===== config.mk =====
export PLATFORM = sky130hd
export DESIGN_NAME = awg_dds_core
export DESIGN_NICKNAME = d
export VERILOG_FILES = /design/src/rtl/awg_pkg.sv /design/src/rtl/awg_sine_rom.sv /design/src/rtl/awg_dds_core.sv
export SDC_FILE = /design/constraint.sdc
export NUM_CORES = 1
export LEC_CHECK = 0
export CORE_ASPECT_RATIO = 1.75
export CORE_MARGIN = 3
export CORE_UTILIZATION = 61
export CTS_CLUSTER_DIAMETER = 120
export DETAILED_ROUTE_END_ITERATION = 6
export GPL_ROUTABILITY_DRIVEN = 1
export PLACE_DENSITY = 0.87
export SYNTH_ARGS = -nofsm -noshare
export SYNTH_HDL_FRONTEND = slang
export SYNTH_SLANG_ARGS = --single-unit

===== constraint.sdc =====
create_clock -name clk -period 7.8 [get_ports clk]
set_input_delay 1.56 -clock clk [delete_from_list [all_inputs] [get_ports clk]]
set_output_delay 1.56 -clock clk [all_outputs]
set_load 0.02 [all_outputs]

===== src/rtl/awg_pkg.sv =====
// Shared types and sine-table generator for the AWG DDS engine.
// Pure declarations: no latency, no flow control.
package awg_pkg;

    typedef enum logic [1:0] {
        SINE   = 2'b00,
        TRI    = 2'b01,
        SAW    = 2'b10,
        SQUARE = 2'b11
    } wave_sel_t;

    typedef enum logic [1:0] {
        IDLE = 2'b00,
        RUN  = 2'b01,
        STOP = 2'b10
    } awg_state_t;

    localparam real AWG_PI = 3.14159265358979323846;

    // Unsigned offset-binary sine point: mid-scale plus rounded signed amplitude.
    function automatic int sine_point(input int d, input int l, input int i);
        real peak;
        real r;
        peak = real'((1 << (d - 1)) - 1);
        r    = peak * $sin(2.0 * AWG_PI * real'(i) / real'(1 << l));
        if (r >= 0.0)
            return (1 << (d - 1)) + $rtoi(r + 0.5);
        return (1 << (d - 1)) - $rtoi(0.5 - r);
    endfunction

endpackage


===== src/rtl/awg_sine_rom.sv =====
// Sine lookup ROM, one registered read port (pipeline stage 2).
// Latency 1 clk from idx to dat; no backpressure, reads every cycle.
module awg_sine_rom
    import awg_pkg::*;
#(
    parameter int DATA_W = 10,
    parameter int LUT_AW = 7
) (
    input  logic              clk,
    input  logic              rst_n,
    input  logic [LUT_AW-1:0] idx,
    output logic [DATA_W-1:0] dat
);

    logic [DATA_W-1:0] tab [2**LUT_AW];

    for (genvar g = 0; g < 2**LUT_AW; g++) begin : g_tab
        assign tab[g] = DATA_W'(sine_point(DATA_W, LUT_AW, g));
    end

    always_ff @(posedge clk) begin
        if (!rst_n)
            dat <= '0;
        else
            dat <= tab[idx];
    end

endmodule


===== src/rtl/awg_dds_core.sv =====
// DDS waveform engine with shadowed config, burst/stop control and saturation (optional AWG_SWEEP_EN sweep); 3 clk acc-to-sample.
// cfg_ready low while the shadow is pending (freed at wrap or in IDLE); output has no backpressure.
module awg_dds_core
    import awg_pkg::*;
#(
    parameter int DATA_W  = 10,
    parameter int PHASE_W = 32,
    parameter int LUT_AW  = 7,
    parameter int BURST_W = 16
) (
    input  logic               clk,
    input  logic               rst_n,
    input  logic               cfg_valid,
    output logic               cfg_ready,
    input  logic [1:0]         cfg_wave,
    input  logic [PHASE_W-1:0] cfg_fcw,
    input  logic [DATA_W-1:0]  cfg_amp,
    input  logic [DATA_W-1:0]  cfg_offset,
    input  logic [BURST_W-1:0] cfg_burst,
`ifdef AWG_SWEEP_EN
    input  logic [PHASE_W-1:0] cfg_sweep_step,
    input  logic [PHASE_W-1:0] cfg_sweep_stop,
`endif
    input  logic               start,
    input  logic               stop,
    output logic               busy,
    output logic [DATA_W-1:0]  wave_out,
    output logic               out_valid
);

    typedef struct packed {
        wave_sel_t          wave;
        logic [PHASE_W-1:0] fcw;
        logic [DATA_W-1:0]  amp;
        logic [DATA_W-1:0]  offset;
        logic [BURST_W-1:0] burst;
`ifdef AWG_SWEEP_EN
        logic [PHASE_W-1:0] sweep_step;
        logic [PHASE_W-1:0] sweep_stop;
`endif
    } cfg_t;

    cfg_t               cfg_in;
    cfg_t               shd;
    cfg_t               act;
    logic               shd_vld;
    logic               xfer;

    awg_state_t         state;
    awg_state_t         state_nxt;
    logic               running;

    logic [PHASE_W-1:0] acc;
    logic [PHASE_W:0]   acc_sum;
    logic               wrap;
    logic [BURST_W-1:0] burst_cnt;
    logic               burst_last;

    always_comb begin
        cfg_in            = '0;
        cfg_in.wave       = wave_sel_t'(cfg_wave);
        cfg_in.fcw        = cfg_fcw;
        cfg_in.amp        = cfg_amp;
        cfg_in.offset     = cfg_offset;
        cfg_in.burst      = cfg_burst;
`ifdef AWG_SWEEP_EN
        cfg_in.sweep_step = cfg_sweep_step;
        cfg_in.sweep_stop = cfg_sweep_stop;
`endif
    end

    assign cfg_ready  = !shd_vld;
    assign acc_sum    = {1'b0, acc} + {1'b0, act.fcw};
    assign wrap       = running && acc_sum[PHASE_W];
    assign xfer       = shd_vld && (!running || wrap);
    assign burst_last = wrap && (act.burst != '0) && (burst_cnt == act.burst - BURST_W'(1));

    always_ff @(posedge clk) begin
        if (!rst_n) begin
            shd_vld <= 1'b0;
            shd     <= '0;
        end else if (cfg_valid && cfg_ready) begin
            shd_vld <= 1'b1;
            shd     <= cfg_in;
        end else if (xfer) begin
            shd_vld <= 1'b0;
        end
    end

`ifdef AWG_SWEEP_EN
    logic [PHASE_W:0]   sweep_sum;
    logic [PHASE_W-1:0] swept_fcw;
    assign sweep_sum = {1'b0, act.fcw} + {1'b0, act.sweep_step};
    assign swept_fcw = (sweep_sum > {1'b0, act.sweep_stop}) ? act.sweep_stop
                                                             : sweep_sum[PHASE_W-1:0];
`endif

    // A transfer landing on a wrap takes priority over the sweep increment.
    always_ff @(posedge clk) begin
        if (!rst_n)
            act <= '0;
        else if (xfer)
            act <= shd;
`ifdef AWG_SWEEP_EN
        else if (wrap && state == RUN && act.sweep_step != '0)
            act.fcw <= swept_fcw;
`endif
    end

    always_ff @(posedge clk) begin
        if (!rst_n)
            state <= IDLE;
        else
            state <= state_nxt;
    end

    always_comb begin
        state_nxt = state;
        unique case (state)
            IDLE:    if (start) state_nxt = RUN;
            RUN: begin
                if (burst_last)
                    state_nxt = IDLE;
                else if (stop)
                    state_nxt = (act.fcw == '0) ? IDLE : STOP;
            end
            STOP:    if (wrap || act.fcw == '0) state_nxt = IDLE;
            default: state_nxt = IDLE;
        endcase
    end

    always_comb begin
        running = (state != IDLE);
        busy    = running;
    end

    always_ff @(posedge clk) begin
        if (!rst_n)
            acc <= '0;
        else if (!running || state_nxt == IDLE)
            acc <= '0;
        else
            acc <= acc_sum[PHASE_W-1:0];
    end

    // Counting restarts when a new config lands so its burst length applies from its first period.
    always_ff @(posedge clk) begin
        if (!rst_n)
            burst_cnt <= '0;
        else if (!running || state_nxt == IDLE || xfer)
            burst_cnt <= '0;
        else if (wrap)
            burst_cnt <= burst_cnt + BURST_W'(1);
    end

    // Stage 1: phase index plus the config that belongs to this sample.
    logic              s1_vld;
    logic [LUT_AW-1:0] s1_idx;
    wave_sel_t         s1_wave;
    logic [DATA_W-1:0] s1_amp;
    logic [DATA_W-1:0] s1_off;

    always_ff @(posedge clk) begin
        if (!rst_n) begin
            s1_vld  <= 1'b0;
            s1_idx  <= '0;
            s1_wave <= SINE;
            s1_amp  <= '0;
            s1_off  <= '0;
        end else begin
            s1_vld  <= running;
            s1_idx  <= acc[PHASE_W-1 -: LUT_AW];
            s1_wave <= act.wave;
            s1_amp  <= act.amp;
            s1_off  <= act.offset;
        end
    end

    logic [LUT_AW-2:0] tri_idx;
    logic [DATA_W-1:0] s1_lin;

    always_comb begin
        tri_idx = s1_idx[LUT_AW-1] ? ~s1_idx[LUT_AW-2:0] : s1_idx[LUT_AW-2:0];
        s1_lin  = '0;
        unique case (s1_wave)
            TRI:     s1_lin = DATA_W'(tri_idx) << (DATA_W - LUT_AW + 1);
            SAW:     s1_lin = DATA_W'(s1_idx) << (DATA_W - LUT_AW);
            SQUARE:  s1_lin = {DATA_W{~s1_idx[LUT_AW-1]}};
            default: s1_lin = '0;
        endcase
    end

    // Stage 2: raw sample, ROM for sine, computed shapes registered alongside.
    logic              s2_vld;
    wave_sel_t         s2_wave;
    logic [DATA_W-1:0] s2_lin;
    logic [DATA_W-1:0] s2_amp;
    logic [DATA_W-1:0] s2_off;
    logic [DATA_W-1:0] rom_dat;

    awg_sine_rom #(
        .DATA_W (DATA_W),
        .LUT_AW (LUT_AW)
    ) u_rom (
        .clk   (clk),
        .rst_n (rst_n),
        .idx   (s1_idx),
        .dat   (rom_dat)
    );

    always_ff @(posedge clk) begin
        if (!rst_n) begin
            s2_vld  <= 1'b0;
            s2_wave <= SINE;
            s2_lin  <= '0;
            s2_amp  <= '0;
            s2_off  <= '0;
        end else begin
            s2_vld  <= s1_vld;
            s2_wave <= s1_wave;
            s2_lin  <= s1_lin;
            s2_amp  <= s1_amp;
            s2_off  <= s1_off;
        end
    end

    // Stage 3: scale by amp/2^DATA_W, add offset, clamp at full scale.
    logic [DATA_W-1:0]   s2_raw;
    logic [2*DATA_W-1:0] prod;
    logic [DATA_W-1:0]   scaled;
    logic [DATA_W:0]     s3_sum;
    logic [DATA_W-1:0]   s3_nxt;

    always_comb begin
        s2_raw = (s2_wave == SINE) ? rom_dat : s2_lin;
        prod   = (2*DATA_W)'(s2_raw) * (2*DATA_W)'(s2_amp);
        scaled = DATA_W'(prod >> DATA_W);
        s3_sum = {1'b0, scaled} + {1'b0, s2_off};
        s3_nxt = s3_sum[DATA_W] ? {DATA_W{1'b1}} : s3_sum[DATA_W-1:0];
    end

    always_ff @(posedge clk) begin
        if (!rst_n) begin
            out_valid <= 1'b0;
            wave_out  <= '0;
        end else begin
            out_valid <= s2_vld;
            wave_out  <= s3_nxt;
        end
    end

endmodule


==> results of run 1 <==
-- cell type report --
type,count,area (µm²),share of cell area [%]
inverters,94,353,1.94
flip-flops and latches,273,5470,30.1
repair buffers,100,966,5.32
clock inverters,12,123,0.675
diodes,2,5.00,0.0276
clock buffers,30,662,3.65
well taps,320,400,2.20
multi-input cells,1479,10200,56.1
-- cell usage after synthesis (5+ instances only) --
cell type	count	area share (%)
nand3_1	30	0.91
a21boi_0	139	6.3
clkbuf_1	82	1.9
mux2i_1	7	0.43
o21ai_0	77	2.3
xor2_1	33	1.8
nor3_1	41	1.2
ha_1	121	9.2
nand2b_1	9	0.34
a31oi_1	6	0.23
nand4_1	13	0.49
o22ai_1	6	0.23
a32oi_1	6	0.32
dfxtp_1	273	33
a21o_1	10	0.46
and3_1	9	0.34
nor3b_1	10	0.46
fa_1	63	7.7
nand2_1	394	9.0
o21a_1	19	0.87
nor2b_1	27	1.0
o21bai_1	5	0.23
buf_2	12	0.37
mux2_2	8	0.55
nor2_1	100	2.3
o211ai_1	19	0.87
a21oi_1	69	2.1
and2_1	106	4.0
a2111oi_0	8	0.43
or3_1	9	0.34
a211oi_1	13	0.59
inv_1	94	2.1
nor4_1	14	0.53
buf_1	13	0.30
xnor2_1	35	1.9
-- sequential cells by signal, indices dropped and copies added, names as in the netlist, 8 cells and up --
register / cells
s2_lin: 8
acc: 32
s1_amp: 10
s2_off: 10
u_rom.dat: 10
wave_out: 10
shd: 70
burst_cnt: 16
s1_off: 10
s2_amp: 10
act: 70
-- placed cells by master (no fill, tap or decap), types with 9 or more instances in the layout --
cell type	netlist	routed
nand2_1	394	393
dfxtp_1	273	273
a21boi_0	139	139
ha_1	121	121
and2_1	106	106
nor2_1	100	99
inv_1	94	94
clkdlybuf4s50_1	0	86
o21ai_0	77	77
a21oi_1	69	69
fa_1	63	63
nor3_1	41	41
xnor2_1	35	35
xor2_1	33	33
nand3_1	30	30
nor2b_1	27	26
clkbuf_16	0	23
o21a_1	19	19
o211ai_1	19	19
nor4_1	14	14
buf_4	0	14
nand4_1	13	13
a211oi_1	13	13
a21o_1	10	10
nor3b_1	10	10
and3_1	9	9
or3_1	9	9
nand2b_1	9	9
-- cell families after synthesis --
logic type / synth area share [%]
flops: 33.2
mux: 1.39
buf+inv: 4.95
fa+ha+maj: 16.9
simple gates: 22.2
xor+xnor: 3.62
compound gates: 17.7
-- stage by stage --
step | power (W) | hold slack, ns
3_3_place_gp | 0.00171 | 0.415
3_5_place_dp | 0.00172 | 0.418
4_1_cts | 0.00290 | 0.435
2_1_floorplan | 0.00163 | 0.412
5_1_grt | 0.00298 | 0.442
6_report | 0.00288 | 0.434
-- worst max-delay path: cells and delay by family, from the launching register on --
kind	cells	cell delay (ns)
AOI/OAI and AO/OA	10	2.24
DFF	1	0.32
buffers and inverters	4	0.39
and+or+nand+nor	5	0.45
xor gates and xnor gates	1	0.12
adders and majority gates	8	3.17
muxes	1	0.45
-- metal layers --
layer	up-vias	part of all wire, %
li1	6642	-
met1	6515	38
met2	391	54
met3	115	4.0
met4	0	4.6
met5	-	0
-- power groups by stage --
stage | Combinational, W | Clock (W) | Sequential (W)
after floorplan | 0.000154 | 0 | 0.00148
after global placement | 0.000223 | 0 | 0.00149
after detailed placement | 0.000230 | 0 | 0.00149
after CTS | 0.000232 | 0.00121 | 0.00145
after global routing | 0.000256 | 0.00126 | 0.00146
final | 0.000232 | 0.00119 | 0.00146
-- path summary, 6_finish.rpt --
kind / from / end / slack, ns / cells after the start
max reg2reg: s2_wave[1] / wave_out[3] / 0.52 / 29
max: s2_wave[1] / wave_out[3] / 0.52 / 29
min: s1_amp[9] / s2_amp[9] / 0.43 / 1
min reg2reg: s1_amp[9] / s2_amp[9] / 0.43 / 1
==> results.json, run 1 <==
{
  "path_common_cell": "fa_1",
  "synth_top_flop_cell": "dfxtp_1",
  "die_y_um": 223,
  "drive_gt1_share_pct": 4.07,
  "hold_violations": 0,
  "yosys_warnings": 0,
  "internal-power_w": 0.00220,
  "synth_cells": 1957,
  "via_count": 13700,
  "path_class": "flip-flop to flip-flop",
  "drcViolationCount": 0,
  "placed_cell_area_mm2": 0.0174,
  "syn-num-nets": 2216,
  "p_sw_w": 0.000678,
  "detail_route.vias_per_cell": 5.91,
  "synth_edf_count": 0,
  "power_density_mw_per_mm2": 158,
  "min_period_ns": 7.28,
  "clk_pin_slew_worst_paths_ns": 0.07,
  "layout.cells.non_filler": 2310,
  "start_util_pct": 62.6,
  "drt-total-wl_um": 37500,
  "start_kind": "flip-flop",
  "postRouteAntennaNets": 0,
  "row_count": 78,
  "io_pins": 88,
  "die_x_um": 130,
  "drv_cap": 0,
  "tns_ns": 0,
  "seqPwrFrac_pct": 50.6,
  "grt.overflow.total": 0,
  "relSlewSlack_pct": 38.9,
  "ir_worst_vdd_mv": 0.171,
  "holdBufCountCts": 0,
  "grt_pass1_wl_um": 62900,
  "clock_latency_ns": 0.53,
  "status": "finished, final reports clean",
  "clock_power_share_pct": 41.3,
  "hp-class": "flip-flop to flip-flop",
  "tightest_slew_ns": 0.893,
  "drt_iter0_drc": 932,
  "p_leak_nw": 7.51,
  "core_region_area_mm2": 0.0263,
  "post-cts-setup-buffer-count": 0,
  "clock.fmax_ghz": 0.137,
  "syn_area_mm2": 0.0164,
  "pre_cts_slack_ns": 0.611,
  "grt_antenna_before_repair": 2,
  "dp.cells": 2266,
  "synth_async_sr_flop_share_pct": 0,
  "met1_usage_pct": 29.2,
  "finalCritPeriodShare_pct": 93.3,
  "worstPathRequired_ns": 8.22,
  "cts_root_buf": "clkbuf_16",
  "grt_use_met2_pct": 47.7,
  "cts_max_level": 1,
  "worstPathArrival_ns": 7.70,
  "io_buffers": 87,
  "grt.total_usage_pct": 25.9,
  "cts_tree": "done",
  "fillers": 1988,
  "ctsResizeCount": 0,
  "setup_viol": 0,
  "grt_start_max_net_pins": 90,
  "wl_per_cell_um": 16.3,
  "utilization_pct": 69.2,
  "clock_path_buffers": 3,
  "dp.final_hpwl_um": 26800,
  "slew_violations": 0,
  "nets": 2230,
  "ys_seq_area_share_pct": 33.2,
  "clkSinkCount": 273,
  "final_area_mm2": 0.0182,
  "rsz0062_at_grt": "false",
  "pwr-share-comb_pct": 8.1,
  "syn_to_final_growth_pct": 10.5,
  "synth_cell_types": 73,
  "die-area_mm2": 0.0290,
  "endpoint_kind": "flip-flop",
  "top_usage_layer": "met2",
  "postSynthAreaPerCell_um2": 8.40,
  "cp_slowest_stage_delay_ns": 0.54,
  "gp_congestion": 0.927,
  "worst_slack_ns": 0.523,
  "grt_use_met3_pct": 2.37,
  "drtPass1Iterations": 5,
  "synth-seq-cells": 273,
  "skew_ns": 0.0156,
  "critPathSlowestCell": "fa_1",
  "cts_buffers": 23,
  "p_sw_share_pct": 23.6,
  "grt_pass1_vias": 13500,
  "path_max_fanout": 11
}
No activity file was read; power rests on OpenSTA's default activity.
==> run 2, diff against run 1 <==
Settings changed: CORE_UTILIZATION 61 to 55, PLACE_DENSITY 0.87 to 0.83.
Clock period 7.8 ns to 5.95 ns, I/O delays scaled along.
==> results.json, run 2 (synthesis gave the netlist of run 1 again) <==
{
  "status": "complete, but fails checks",
  "violations": "setup timing",
  "setup_viol": 10,
  "critPathSlowestCell": "fa_1",
  "utilization_pct": 64.6,
  "die_y_um": 235,
  "hp-class": "flip-flop to flip-flop",
  "pre_cts_slack_ns": -0.604,
  "drv_cap": 0,
  "grt.overflow.total": 0,
  "hold_violations": 0,
  "final_cell_mix": "nand2_1, dfxtp_1, a21boi_0",
  "clkSinkCount": 273,
  "row_count": 83,
  "grt.total_usage_pct": 24.4,
  "endpoint_kind": "flip-flop",
  "dp.final_hpwl_um": 28400,
  "gp_congestion": 0.928,
  "clock_latency_ns": 0.53,
  "tightest_slew_ns": 1.16,
  "start_util_pct": 55.9,
  "core_region_area_mm2": 0.0294,
  "relSlewSlack_pct": 22.3,
  "rsz0062_at_grt": "true",
  "worstPathRequired_ns": 6.38,
  "path_class": "flip-flop to flip-flop",
  "io_buffers": 87,
  "largest_registers": "act x70, shd x70, acc x32",
  "skew_ns": 0.0141,
  "finalCritPeriodShare_pct": 109,
  "die_x_um": 137,
  "clk_pin_slew_worst_paths_ns": 0.07,
  "power_density_mw_per_mm2": 196,
  "grt_start_max_net_pins": 130,
  "ir_worst_vdd_mv": 0.203,
  "drive_gt1_share_pct": 9.61,
  "nets": 2305,
  "slew_violations": 0,
  "path_max_fanout": 7,
  "min_period_ns": 6.50,
  "clock_path_buffers": 3,
  "io_pins": 88,
  "grt_pass1_wl_um": 64900,
  "via_count": 13900,
  "cts_root_buf": "clkbuf_16",
  "wl_per_cell_um": 16.2,
  "fillers": 2380,
  "start_kind": "flip-flop",
  "worst_slack_ns": -0.551,
  "drt_iter0_drc": 652,
  "grt_antenna_before_repair": 2,
  "worstPathArrival_ns": 6.93,
  "hold_ws_ns": 0.424,
  "dp.cells": 2386,
  "cp_slowest_stage_delay_ns": 0.53,
  "drtPass1Iterations": 5,
  "grt_pass1_vias": 14100,
  "mostFrequentLayoutCell": "nand2_1",
  "clock.fmax_ghz": 0.154,
  "path_common_cell": "buf_4",
  "postRouteAntennaNets": 0,
  "drcViolationCount": 0,
  "die-area_mm2": 0.0321,
  "cts_tree": "done",
  "drt-total-wl_um": 39500,
  "cts_buffers": 24,
  "p_leak_nw": 7.96,
  "cts_max_level": 1,
  "detail_route.vias_per_cell": 5.68,
  "layout.cells.non_filler": 2445,
  "syn_to_final_growth_pct": 15.5
}
==> run 2: cell count changes in the layout (fill, tap and decap cells not counted), moves of 4 or more <==
cell      change
nand2_2       +6
mux2_4        +6
a21oi_2       +5
nor2_1        -4
mux2_2        -6
inv_2         +6
nand2_1       -7
o21ai_0       -4
buf_4        +69
a21oi_1       -6
ha_1          -4
inv_1         -6
clkbuf_1      +4
buf_6         +5
==> run 2: cell type report <==
cell class	instances	area, µm²	area share, %
multi-input cells	1479	10400	54.8
flip-flops and latches	273	5470	28.8
repair buffers	174	1540	8.11
clock buffers	34	699	3.68
well taps	382	478	2.52
inverters	94	353	1.86
clock inverters	7	43.8	0.231
diodes	2	5.00	0.0264
==> run 2: timing repair <==
action / CTS / global route
hold buffers: 0 / 0
gates resized for setup: 20 / 28
buffers inserted: 16 / 2
endpoints found under the setup margin: 10 / 10
pin swaps: 32 / 43
==> run 2: final timing paths <==
check	from	endpoint	slack (ns)	cells after the start
hold reg to reg	s1_off[7]	s2_off[7]	0.42	1
setup reg to reg	s2_wave[0]	wave_out[4]	-0.55	29
hold / removal	s1_off[7]	s2_off[7]	0.42	1
setup / recovery	s2_wave[0]	wave_out[4]	-0.55	29
==> run 2: where the power goes <==
| group | internal, W | total (W) | switching (W) |
|---|---|---|---|
| combinational | 0.000133 | 0.000309 | 0.000176 |
| clock | 0.000819 | 0.00150 | 0.000680 |
| sequential | 0.00188 | 0.00191 | 0.0000318 |
| total | 0.00283 | 0.00372 | 0.000888 |
==> run 2: worst max-delay path, delay by kind of cell, from the launching register on <==
kind	cells	cell delay (ns)
mux	1	0.34
xor+xnor	2	0.20
compound gates	4	0.63
buf+inv	10	1.25
flops	1	0.36
simple gates	5	0.66
fa+ha+maj	7	2.96
==> run 2: layer usage <==
layer | share of wire [%] | routed length [µm] | global-route usage, % | vias to the layer above
met2 | 54 | 21300 | 46.3 | 370
met1 | 37 | 14500 | 25.4 | 6598
met5 | 0 | 0 | 0 | -
li1 | - | - | - | 6789
met4 | 5.5 | 2180 | 13.5 | 0
met3 | 3.8 | 1500 | 2.46 | 131
==> run 2: metrics by stage <==
stage	instance area, µm²	setup TNS (ns)	power [W]
2_1_floorplan	16500	-2.66	0.00214
3_3_place_gp	17900	-4.51	0.00225
3_5_place_dp	17900	-5.83	0.00226
4_1_cts	18900	-4.94	0.00374
5_1_grt	19000	-7.51	0.00384
6_report	19000	-5.28	0.00372
==> run 3, diff against run 2 <==
Settings changed: TNS_END_PERCENT set to 10.
==> results.json, run 3 (synthesis gave the netlist of run 1 again) <==
{
  "path_delay_family": "adder cells",
  "ir_worst_vdd_mv": 0.271,
  "path_max_fanout": 7,
  "p_sw_share_pct": 23.6,
  "mostFrequentLayoutCell": "nand2_1",
  "seqPwrFrac_pct": 49.9,
  "detail_route.vias_per_cell": 5.64,
  "fillers": 2396,
  "io_pins": 88,
  "clkSinkCount": 273,
  "met1_usage_pct": 26.4,
  "hold_violations": 0,
  "hold_ws_ns": 0.434,
  "postRouteAntennaNets": 0,
  "relSlewSlack_pct": 35.2,
  "critPathSlowestCell": "fa_1",
  "largest_registers": "act x70, shd x70, acc x32",
  "finalPower_w": 0.00382,
  "skew_ns": 0.0188,
  "cp_slowest_stage_delay_ns": 0.56,
  "path_class": "flip-flop to flip-flop",
  "grt_pass1_wl_um": 65600,
  "rsz0062_at_grt": "true",
  "min_period_ns": 6.45,
  "via_count": 13800,
  "dp.final_hpwl_um": 28600,
  "slew_violations": 0,
  "start_util_pct": 55.9,
  "drtPass1Iterations": 5,
  "worstPathRequired_ns": 6.37,
  "cts_max_level": 1,
  "drt-total-wl_um": 39300,
  "grt.total_usage_pct": 24.6,
  "crit_buf_inv": 5,
  "top_usage_layer": "met2",
  "pwr-share-comb_pct": 8.1,
  "io_buffers": 87,
  "gp_congestion": 0.959,
  "clock_power_share_pct": 42.1,
  "grt_use_met2_pct": 47.0,
  "worstPathArrival_ns": 6.87,
  "row_count": 83,
  "drv_cap": 0,
  "worst_slack_ns": -0.503,
  "drive_gt1_share_pct": 9.36,
  "grt_use_met3_pct": 2.10,
  "drcViolationCount": 0,
  "cts_tree": "done",
  "final_cell_mix": "nand2_1, dfxtp_1, a21boi_0",
  "finalCritPeriodShare_pct": 108,
  "clock_path_buffers": 3,
  "die_y_um": 235,
  "tightest_slew_ns": 0.970,
  "power_density_mw_per_mm2": 201,
  "multi_input_area_mm2": 0.0104,
  "syn_to_final_growth_pct": 15.7,
  "violations": "setup timing",
  "path_common_cell": "fa_1",
  "p_leak_nw": 7.95,
  "grt_antenna_before_repair": 1,
  "clk_pin_slew_worst_paths_ns": 0.07,
  "wl_per_cell_um": 16.1,
  "ff_latch_area_mm2": 0.00547,
  "grt_pass1_vias": 14000,
  "nets": 2303,
  "internal-power_w": 0.00292,
  "die_x_um": 137,
  "cts_buffers": 23,
  "endpoint_kind": "flip-flop",
  "hp-class": "flip-flop to flip-flop",
  "cts_root_buf": "clkbuf_16",
  "final_area_mm2": 0.0190,
  "die-area_mm2": 0.0321,
  "crit_chain": "nor2_4, buf_12, mux2_4, buf_4, buf_4, and2_1, fa_1, fa_1, fa_1, fa_1, ha_1, ha_1, buf_4, a21oi_2, nand3_2, o2111a_1, o21a_1, o21a_1, buf_6, o22a_1, xor2_1, ha_1, a211o_1, o311a_1",
  "grt_start_max_net_pins": 94,
  "status": "complete, but fails checks",
  "clock_latency_ns": 0.54,
  "clock.fmax_ghz": 0.155,
  "placed_cell_area_mm2": 0.0180,
  "p_sw_w": 0.000902,
  "drt_iter0_drc": 617,
  "grt.overflow.total": 0,
  "setup_viol": 10,
  "core_region_area_mm2": 0.0294,
  "start_kind": "flip-flop"
}
==> run 3: worst paths after layout <==
check | slack [ns] | end | depth (start not counted) | startpoint
setup / recovery | -0.50 | wave_out[8] | 24 | s2_wave[1]
hold / removal | 0.43 | s2_off[5] | 1 | s1_off[5]
setup reg to reg | -0.50 | wave_out[8] | 24 | s2_wave[1]
hold reg to reg | 0.43 | s2_off[5] | 1 | s1_off[5]
==> run 3: area by class of cell <==
class	instances	share of cell area, %
Timing Repair Buffer	172	8.04
Inverter	94	1.86
Tap cell	382	2.51
Sequential cell	273	28.8
Clock buffer	29	3.41
Multi-Input combinational cell	1480	54.6
Clock inverter	13	0.842
Antenna cell	1	0.0132
==> run 3: what timing repair did <==
action,in CTS,in global routing
pin swaps,47,1
gates cloned,1,0
buffers inserted,12,0
resized for setup,30,7
endpoints found under the setup margin,10,10
hold buffers,0,0
==> run 3: power by group through the flow <==
stage | clock, W | combinational, W | sequential (W)
CTS | 0.00164 | 0.000311 | 0.00191
global placement | 0 | 0.000300 | 0.00195
global route | 0.00170 | 0.000343 | 0.00191
detailed placement | 0 | 0.000307 | 0.00195
floorplan | 0 | 0.000202 | 0.00194
finish | 0.00161 | 0.000308 | 0.00191
==> run 3: metrics by stage <==
| step | setup TNS [ns] | worst slack [ns] | util [%] | instances |
|---|---|---|---|---|
| after floorplan | -2.81 | -0.314 | - | 1957 |
| after global placement | -5.43 | -0.573 | 61.1 | 2388 |
| after detailed placement | -6.68 | -0.691 | 61.1 | 2388 |
| after CTS | -4.17 | -0.463 | 64.6 | 2443 |
| after global routing | -7.48 | -0.767 | 64.7 | 2444 |
| final | -4.63 | -0.503 | 64.7 | 2444 |
==> run 3: per-layer routing <==
| layer | part of all wire [%] | wire (µm) |
|---|---|---|
| met3 | 3.2 | 1250 |
| met5 | 0 | 0 |
| met4 | 4.8 | 1900 |
| met2 | 55 | 21500 |
| met1 | 37 | 14700 |
